File: config.mk
export PLATFORM = sky130hd
export DESIGN_NAME = lambda_dot_call
export DESIGN_NICKNAME = d
export VERILOG_FILES = /design/src/rtl/lambda_pkg.sv /design/src/rtl/lambda_mul.sv /design/src/rtl/lambda_dot_call.sv
export SDC_FILE = /design/constraint.sdc
export NUM_CORES = 1
export LEC_CHECK = 0
export CAP_MARGIN = 20
export CELL_PAD_IN_SITES_DETAIL_PLACEMENT = 0
export CELL_PAD_IN_SITES_GLOBAL_PLACEMENT = 1
export CORE_ASPECT_RATIO = 2
export CORE_MARGIN = 2
export CORE_UTILIZATION = 45
export DETAILED_ROUTE_END_ITERATION = 16
export PLACE_DENSITY_LB_ADDON = 0.1
export SLEW_MARGIN = 25
export SYNTH_ARGS = -nofsm -noshare
export SYNTH_HDL_FRONTEND = slang
export SYNTH_SLANG_ARGS = --single-unit
File: constraint.sdc
create_clock -name clock -period 11.81 [get_ports clock]
set_input_delay 1.7715 -clock clock [delete_from_list [all_inputs] [get_ports clock]]
set_output_delay 1.7715 -clock clock [all_outputs]
set_load 0.02 [all_outputs]
File: src/rtl/lambda_pkg.sv
`default_nettype none
// ============================================================================
// Module   : lambda_pkg
// Brief    : Shared state encodings for the lambda call-block family.
// Revision : 1.0
// ============================================================================
package lambda_pkg;

    // Call-sequencer states; encodings are shared by every lambda call block.
    typedef enum logic [1:0] {
        IDLE = 2'd0,
        CALL = 2'd1,
        WAIT = 2'd2,
        DONE = 2'd3
    } call_state_t;

    // Iterative multiplier states.
    typedef enum logic [1:0] {
        MUL_IDLE = 2'd0,
        MUL_BUSY = 2'd1,
        MUL_DONE = 2'd2
    } mul_state_t;

endpackage
`default_nettype wire

File: src/rtl/lambda_mul.sv
`default_nettype none
// ============================================================================
// Module   : lambda_mul
// Brief    : Shift-add multiplier, WIDTH iterations, request/out handshake.
// Revision : 1.0
// ============================================================================
module lambda_mul
    import lambda_pkg::*;
#(
    parameter int WIDTH = 32
) (
    input  logic             clock,
    input  logic             reset,
    input  logic             request,
    output logic             out,
    input  logic [WIDTH-1:0] in1,
    input  logic [WIDTH-1:0] in2,
    output logic [WIDTH-1:0] result
);

    localparam int              c_CW   = $clog2(WIDTH);
    localparam logic [c_CW-1:0] c_LAST = c_CW'(WIDTH - 1);

    mul_state_t       r_state;
    mul_state_t       w_state_nxt;
    logic [WIDTH-1:0] r_mcand;
    logic [WIDTH-1:0] w_mcand_nxt;
    logic [WIDTH-1:0] r_mplier;
    logic [WIDTH-1:0] w_mplier_nxt;
    logic [WIDTH-1:0] r_prod;
    logic [WIDTH-1:0] w_prod_nxt;
    logic [c_CW-1:0]  r_cnt;
    logic [c_CW-1:0]  w_cnt_nxt;
    logic             r_out;
    logic             w_out_nxt;

    always_ff @(posedge clock or posedge reset) begin
        if (reset) begin
            r_state  <= MUL_IDLE;
            r_mcand  <= '0;
            r_mplier <= '0;
            r_prod   <= '0;
            r_cnt    <= '0;
            r_out    <= 1'b0;
        end else begin
            r_state  <= w_state_nxt;
            r_mcand  <= w_mcand_nxt;
            r_mplier <= w_mplier_nxt;
            r_prod   <= w_prod_nxt;
            r_cnt    <= w_cnt_nxt;
            r_out    <= w_out_nxt;
        end
    end

    always_comb begin
        w_state_nxt  = r_state;
        w_mcand_nxt  = r_mcand;
        w_mplier_nxt = r_mplier;
        w_prod_nxt   = r_prod;
        w_cnt_nxt    = r_cnt;
        w_out_nxt    = r_out;
        case (r_state)
            MUL_IDLE: begin
                if (request) begin
                    w_mcand_nxt  = in1;
                    w_mplier_nxt = in2;
                    w_prod_nxt   = '0;
                    w_cnt_nxt    = '0;
                    w_state_nxt  = MUL_BUSY;
                end
            end
            MUL_BUSY: begin
                // A dropped request abandons the product so a restart never sees stale data.
                if (!request) begin
                    w_state_nxt = MUL_IDLE;
                end else begin
                    if (r_mplier[0]) begin
                        w_prod_nxt = r_prod + r_mcand;
                    end
                    w_mcand_nxt  = r_mcand << 1;
                    w_mplier_nxt = r_mplier >> 1;
                    w_cnt_nxt    = r_cnt + 1'b1;
                    if (r_cnt == c_LAST) begin
                        w_out_nxt   = 1'b1;
                        w_state_nxt = MUL_DONE;
                    end
                end
            end
            MUL_DONE: begin
                if (!request) begin
                    w_out_nxt   = 1'b0;
                    w_state_nxt = MUL_IDLE;
                end
            end
            default: begin
                w_out_nxt   = 1'b0;
                w_state_nxt = MUL_IDLE;
            end
        endcase
    end

    assign out    = r_out;
    assign result = r_prod;

endmodule
`default_nettype wire

File: src/rtl/lambda_dot_call.sv
`default_nettype none
// ============================================================================
// Module   : lambda_dot_call
// Brief    : Dot product of TERMS lanes via one shared iterative multiplier.
//            LAMBDA_DOT_SATURATE_EN: clamp accumulation instead of wrapping.
// Revision : 1.0
// ============================================================================
module lambda_dot_call
    import lambda_pkg::*;
#(
    parameter int WIDTH = 32,
    parameter int TERMS = 2
) (
    input  logic                   clock,
    input  logic                   reset,
    input  logic                   request,
    output logic                   out,
    input  logic [TERMS*WIDTH-1:0] in1,
    input  logic [TERMS*WIDTH-1:0] in2,
    output logic [WIDTH-1:0]       result
);

    localparam int              c_KW     = (TERMS > 1) ? $clog2(TERMS) : 1;
    localparam int              c_LANES  = 1 << c_KW;
    localparam logic [c_KW-1:0] c_LAST_K = c_KW'(TERMS - 1);

    call_state_t        r_state;
    call_state_t        w_state_nxt;
    logic [TERMS*WIDTH-1:0] r_op1;
    logic [TERMS*WIDTH-1:0] r_op2;
    logic               w_capture;
    logic [WIDTH-1:0]   r_acc;
    logic [WIDTH-1:0]   w_acc_nxt;
    logic [WIDTH-1:0]   w_acc_add;
    logic [c_KW-1:0]    r_k;
    logic [c_KW-1:0]    w_k_nxt;
    logic               r_mul_req;
    logic               w_mul_req_nxt;
    logic               r_out;
    logic               w_out_nxt;
    logic [WIDTH-1:0]   r_result;
    logic [WIDTH-1:0]   w_result_nxt;

    logic [WIDTH-1:0]   w_lane1 [c_LANES];
    logic [WIDTH-1:0]   w_lane2 [c_LANES];
    logic [WIDTH-1:0]   w_mul_in1;
    logic [WIDTH-1:0]   w_mul_in2;
    logic               w_mul_out;
    logic [WIDTH-1:0]   w_product;

    // Lane table padded to a power of two so any r_k value selects a defined lane.
    for (genvar g = 0; g < c_LANES; g++) begin : g_lane
        if (g < TERMS) begin : g_used
            assign w_lane1[g] = r_op1[g*WIDTH +: WIDTH];
            assign w_lane2[g] = r_op2[g*WIDTH +: WIDTH];
        end else begin : g_pad
            assign w_lane1[g] = '0;
            assign w_lane2[g] = '0;
        end
    end

    assign w_mul_in1 = w_lane1[r_k];
    assign w_mul_in2 = w_lane2[r_k];

    lambda_mul #(
        .WIDTH (WIDTH)
    ) u_mul (
        .clock   (clock),
        .reset   (reset),
        .request (r_mul_req),
        .out     (w_mul_out),
        .in1     (w_mul_in1),
        .in2     (w_mul_in2),
        .result  (w_product)
    );

`ifdef LAMBDA_DOT_SATURATE_EN
    logic [WIDTH:0] w_sum;
    assign w_sum     = {1'b0, r_acc} + {1'b0, w_product};
    assign w_acc_add = w_sum[WIDTH] ? {WIDTH{1'b1}} : w_sum[WIDTH-1:0];
`else
    assign w_acc_add = r_acc + w_product;
`endif

    always_ff @(posedge clock or posedge reset) begin
        if (reset) begin
            r_state   <= IDLE;
            r_op1     <= '0;
            r_op2     <= '0;
            r_acc     <= '0;
            r_k       <= '0;
            r_mul_req <= 1'b0;
            r_out     <= 1'b0;
            r_result  <= '0;
        end else begin
            r_state   <= w_state_nxt;
            r_acc     <= w_acc_nxt;
            r_k       <= w_k_nxt;
            r_mul_req <= w_mul_req_nxt;
            r_out     <= w_out_nxt;
            r_result  <= w_result_nxt;
            if (w_capture) begin
                r_op1 <= in1;
                r_op2 <= in2;
            end
        end
    end

    always_comb begin
        w_state_nxt   = r_state;
        w_capture     = 1'b0;
        w_acc_nxt     = r_acc;
        w_k_nxt       = r_k;
        w_mul_req_nxt = r_mul_req;
        w_out_nxt     = r_out;
        w_result_nxt  = r_result;
        case (r_state)
            IDLE: begin
                if (request) begin
                    w_capture     = 1'b1;
                    w_acc_nxt     = '0;
                    w_k_nxt       = '0;
                    w_mul_req_nxt = 1'b1;
                    w_state_nxt   = CALL;
                end
            end
            CALL: begin
                if (!request) begin
                    w_mul_req_nxt = 1'b0;
                    w_state_nxt   = IDLE;
                end else if (w_mul_out) begin
                    w_acc_nxt     = w_acc_add;
                    w_mul_req_nxt = 1'b0;
                    w_state_nxt   = WAIT;
                end
            end
            WAIT: begin
                // Hold until the multiplier has dropped out, so its old product is never reused.
                if (!request) begin
                    w_mul_req_nxt = 1'b0;
                    w_state_nxt   = IDLE;
                end else if (!w_mul_out) begin
                    if (r_k < c_LAST_K) begin
                        w_k_nxt       = r_k + 1'b1;
                        w_mul_req_nxt = 1'b1;
                        w_state_nxt   = CALL;
                    end else begin
                        w_result_nxt  = r_acc;
                        w_out_nxt     = 1'b1;
                        w_state_nxt   = DONE;
                    end
                end
            end
            DONE: begin
                if (!request) begin
                    w_out_nxt   = 1'b0;
                    w_state_nxt = IDLE;
                end
            end
            default: begin
                w_mul_req_nxt = 1'b0;
                w_out_nxt     = 1'b0;
                w_state_nxt   = IDLE;
            end
        endcase
    end

    assign out    = r_out;
    assign result = r_result;

endmodule
`default_nettype wire

==> results_dict.tcl <==
set metrics [dict create \
    yosys_warnings 0 \
    grt_pass1_wl_um 58800 \
    report.final.hold_viol_count 0 \
    power_density_nw_per_um2 171 \
    cts_buffers 28 \
    syn_area_per_cell_um2 10.4 \
    detail_route.first_pass.iterations 6 \
    critical_path.cell_chain "clkdlybuf4s50_1 > nand2_1 > nor2_4 > buf_6 > mux2_2" \
    cp-end-kind "flop" \
    leakage_nw 8.32 \
    synth_area_um2 15600 \
    worst_r2r_endpoint "r_acc[26]" \
    core-area_um2 34200 \
    netlist_instances 1491 \
    multi_input_comb_area_um2 7620 \
    timing_worst_slew_pin_value_ps 931 \
    holdCritPathClass "reg -> reg" \
    wl_um 36000 \
    hpwlAfterDp_um 26000 \
    drtIter0Drc 586 \
    drive_above_1_share_pct 15.3 \
    clock_sink_count 301 \
    slowest_stage "sky130_fd_sc_hd__buf_6" \
    final_nets 1813 \
    groute.usage.overall_pct 20.4 \
    die_height_um 267 \
    ys_dominant_reg_cell "sky130_fd_sc_hd__dfrtp_1" \
    wl_per_cell_um 17.3 \
    timing.final.max_slew_violations 0 \
    critPathArrivalTime_ps 3930 \
    buffer_levels_on_the_longest_clock_path 3 \
    cts-htree-levels 1 \
    min_period_over_period_pct 29.6 \
    rsz0062_at_grt "no" \
    clock_tree_from_tritoncts "done" \
    launch_instance_of_the_worst_register_to_register_path "u_mul.result[0]" \
    critical_path.max_stage_delay_ps 630 \
    synth_sequential_area_ratio_pct 48.4 \
    finalClockSkew_ps 11.6 \
    setup_viol 0 \
    yosys-top-cells-area "sky130_fd_sc_hd__dfrtp_1, sky130_fd_sc_hd__mux2_2, sky130_fd_sc_hd__ha_1, sky130_fd_sc_hd__mux2i_1, sky130_fd_sc_hd__o21ai_0" \
    vdd_drop_max_mv 0.131 \
    fmax_mhz 286 \
    holdWs_ps 480 \
    grt_start_max_net_pins 175 \
    final-seq-area_um2 7540 \
    setup-tns-final_ps 0 \
    worstPathRequired_ps 12250 \
    synth-async-reset-ratio_pct 100 \
    cts_setup_buffers 0 \
    gr-total-overflow 0 \
    ff2ff_path_depth 12 \
    initial_utilization_pct 45.4 \
    slew-limit-headroom_pct 37.3 \
    cts.reportedPaths.clkPinSlew_ps 60 \
    ys_types 68 \
    cts_repair_resize_count 0 \
    number_of_antenna_violations_at_the_first_check_in_global_routing 2 \
    max_cap_violations 0 \
    ctsHoldBuffers 0 \
    final_period_minus_worst_setup_slack_ps 3500 \
    vias_in_the_first_global_route 11600 \
    synth-edff-count 0 \
    synth.ff_latch_count 301 \
    via_count 11300 \
    fillCellCount 3126 \
    buffer_ports.inserted 163 \
    hold-path-endpoint "u_mul.r_mplier[2]" \
    synthesized_nets 1688 \
    hold_start "u_mul.r_mplier[2]" \
    number_of_cell_rows 96 \
    whs_path_depth 2 \
    critPathMaxFanout 92 \
    fin_total_pwr_mw 3.19 \
    critPathKind "in -> reg" \
    die_area_um2 36200 \
    cell_chosen_for_the_clock_root "sky130_fd_sc_hd__clkbuf_16" \
    vias_per_cell 5.41 \
    clk-insertion-delay-late_ps 560 \
    antenna_violating_nets_left 0 \
    yosys.area.top_type_share_pct 48.4 \
    design.portCount 164 \
    outcome "finished clean" \
    die_width_um 135 \
    post-synth-top-area-cell "sky130_fd_sc_hd__dfrtp_1" \
    regToRegSetupSlack_ps 8470 \
    gp_congestion 0.868 \
    drc 0 \
    critical_path.startpoint_type "input pin" \
    synthToLayoutAreaGrowth_pct 19.8 \
]
cell usage in the layout, fill, tap and decap left out, types with 5 or more instances in the layout:
master	Yosys	final
sky130_fd_sc_hd__xor2_1	22	22
sky130_fd_sc_hd__xnor2_1	21	21
sky130_fd_sc_hd__bufinv_16	0	5
sky130_fd_sc_hd__a31oi_1	12	12
sky130_fd_sc_hd__o21bai_1	10	10
sky130_fd_sc_hd__clkinv_2	0	9
sky130_fd_sc_hd__a21o_1	27	27
sky130_fd_sc_hd__mux2i_1	67	67
sky130_fd_sc_hd__dfrtp_1	301	299
sky130_fd_sc_hd__a21oi_1	111	111
sky130_fd_sc_hd__nor3_1	14	13
sky130_fd_sc_hd__o21a_1	9	9
sky130_fd_sc_hd__nand4_1	5	5
sky130_fd_sc_hd__o21ai_1	8	6
sky130_fd_sc_hd__o211ai_1	11	11
sky130_fd_sc_hd__or3_1	6	6
sky130_fd_sc_hd__nand2_1	174	174
sky130_fd_sc_hd__clkbuf_16	0	29
sky130_fd_sc_hd__buf_4	1	6
sky130_fd_sc_hd__clkdlybuf4s50_1	0	163
sky130_fd_sc_hd__and3_1	8	8
sky130_fd_sc_hd__inv_1	35	34
sky130_fd_sc_hd__o21ai_2	4	5
sky130_fd_sc_hd__nand3_1	13	13
sky130_fd_sc_hd__ha_1	64	64
sky130_fd_sc_hd__nor4_1	9	8
sky130_fd_sc_hd__mux2_2	160	160
sky130_fd_sc_hd__a211oi_1	9	9
sky130_fd_sc_hd__o31ai_1	9	9
sky130_fd_sc_hd__nor2_1	99	98
sky130_fd_sc_hd__o21ai_0	132	132
how the worst max path moves through the flow:
stage | start | endpoint | slack [ps] | cells past startpoint
after floorplan | reset | out | 1720 | 1
after global placement | request | r_op1[24] | 6930 | 5
after detailed placement | request | r_op1[61] | 7170 | 5
after CTS | request | r_op1[61] | 7770 | 5
after global routing | reset | r_k | 8100 | 3
final | request | r_op1[29] | 8310 | 5
worst max-delay path: cells and delay by family:
kind	cells	cell delay (ps)
buf+inv	2	1150
simple gates	2	450
mux	1	410
sequential cells by signal, indices dropped and copies added, names as in the netlist, 2 cells and up:
register	cells
r_op1	64
u_mul.r_mplier	32
u_mul.r_cnt	5
u_mul.r_mcand	32
result	32
r_state	2
u_mul.result	32
u_mul.r_state	2
r_acc	32
r_op2	64
power breakdown:
part	switching (mW)	internal, mW	leakage, nW
registers	0.142	1.21	3.80
logic	0.466	0.392	4.02
clock network	0.401	0.583	0.499
total	1.01	2.18	8.32
cell families (layout without fill, tap and decap cells):
| group | Yosys count | count (layout) | share of synthesized area (%) |
|---|---|---|---|
| AO/OA/AOI/OAI | 386 | 386 | 15.2 |
| XOR/XNOR | 43 | 43 | 2.42 |
| adder cells (fa/ha/maj) | 66 | 66 | 5.41 |
| buffers and inverters | 114 | 261 | 2.85 |
| flip-flops | 301 | 301 | 48.4 |
| multiplexers | 227 | 227 | 15.9 |
| other | 0 | 2 | 0 |
| AND/OR/NAND/NOR | 354 | 354 | 9.81 |
synthesized netlist by cell type, types with 10 or more instances:
master                     instances
sky130_fd_sc_hd__xnor2_1          21
sky130_fd_sc_hd__o21bai_1         10
sky130_fd_sc_hd__nand3_1          13
sky130_fd_sc_hd__xor2_1           22
sky130_fd_sc_hd__inv_1            35
sky130_fd_sc_hd__a21o_1           27
sky130_fd_sc_hd__o211ai_1         11
sky130_fd_sc_hd__buf_1            11
sky130_fd_sc_hd__ha_1             64
sky130_fd_sc_hd__dfrtp_1         301
sky130_fd_sc_hd__o21ai_0         132
sky130_fd_sc_hd__mux2_2          160
sky130_fd_sc_hd__a31oi_1          12
sky130_fd_sc_hd__mux2i_1          67
sky130_fd_sc_hd__nor3_1           14
sky130_fd_sc_hd__nand2_1         174
sky130_fd_sc_hd__clkbuf_1         63
sky130_fd_sc_hd__a21oi_1         111
sky130_fd_sc_hd__nor2_1           99
layer usage:
layer	up-vias	track usage, %	wire length [µm]	share of wire, %
met2	188	39.6	20300	56
met4	0	7.07	966	2.7
met1	5418	22.4	13500	38
met5	-	0	0	0
met3	63	2.55	1170	3.2
li1	5589	-	-	-
cell type report:
type | count | share of cell area [%]
Clock buffer | 35 | 4.23
Multi-Input combinational cell | 1076 | 40.9
Timing Repair Buffer | 174 | 9.48
Clock inverter | 17 | 1.18
Sequential cell | 301 | 40.5
Antenna cell | 2 | 0.0269
Inverter | 35 | 0.746
Tap cell | 441 | 2.96
stage by stage:
step                      area (µm²)  cells  setup WS, ps  util (%)
after detailed placement       17600   2025          7170      51.3
after global placement         17600   2025          6930      51.3
final                          18600   2081          8310      54.4
after floorplan                15600   1491          1720         -
after global routing           18600   2081          8100      54.4
after CTS                      18600   2077          7770      54.3
(Power assumes the default switching activity.)
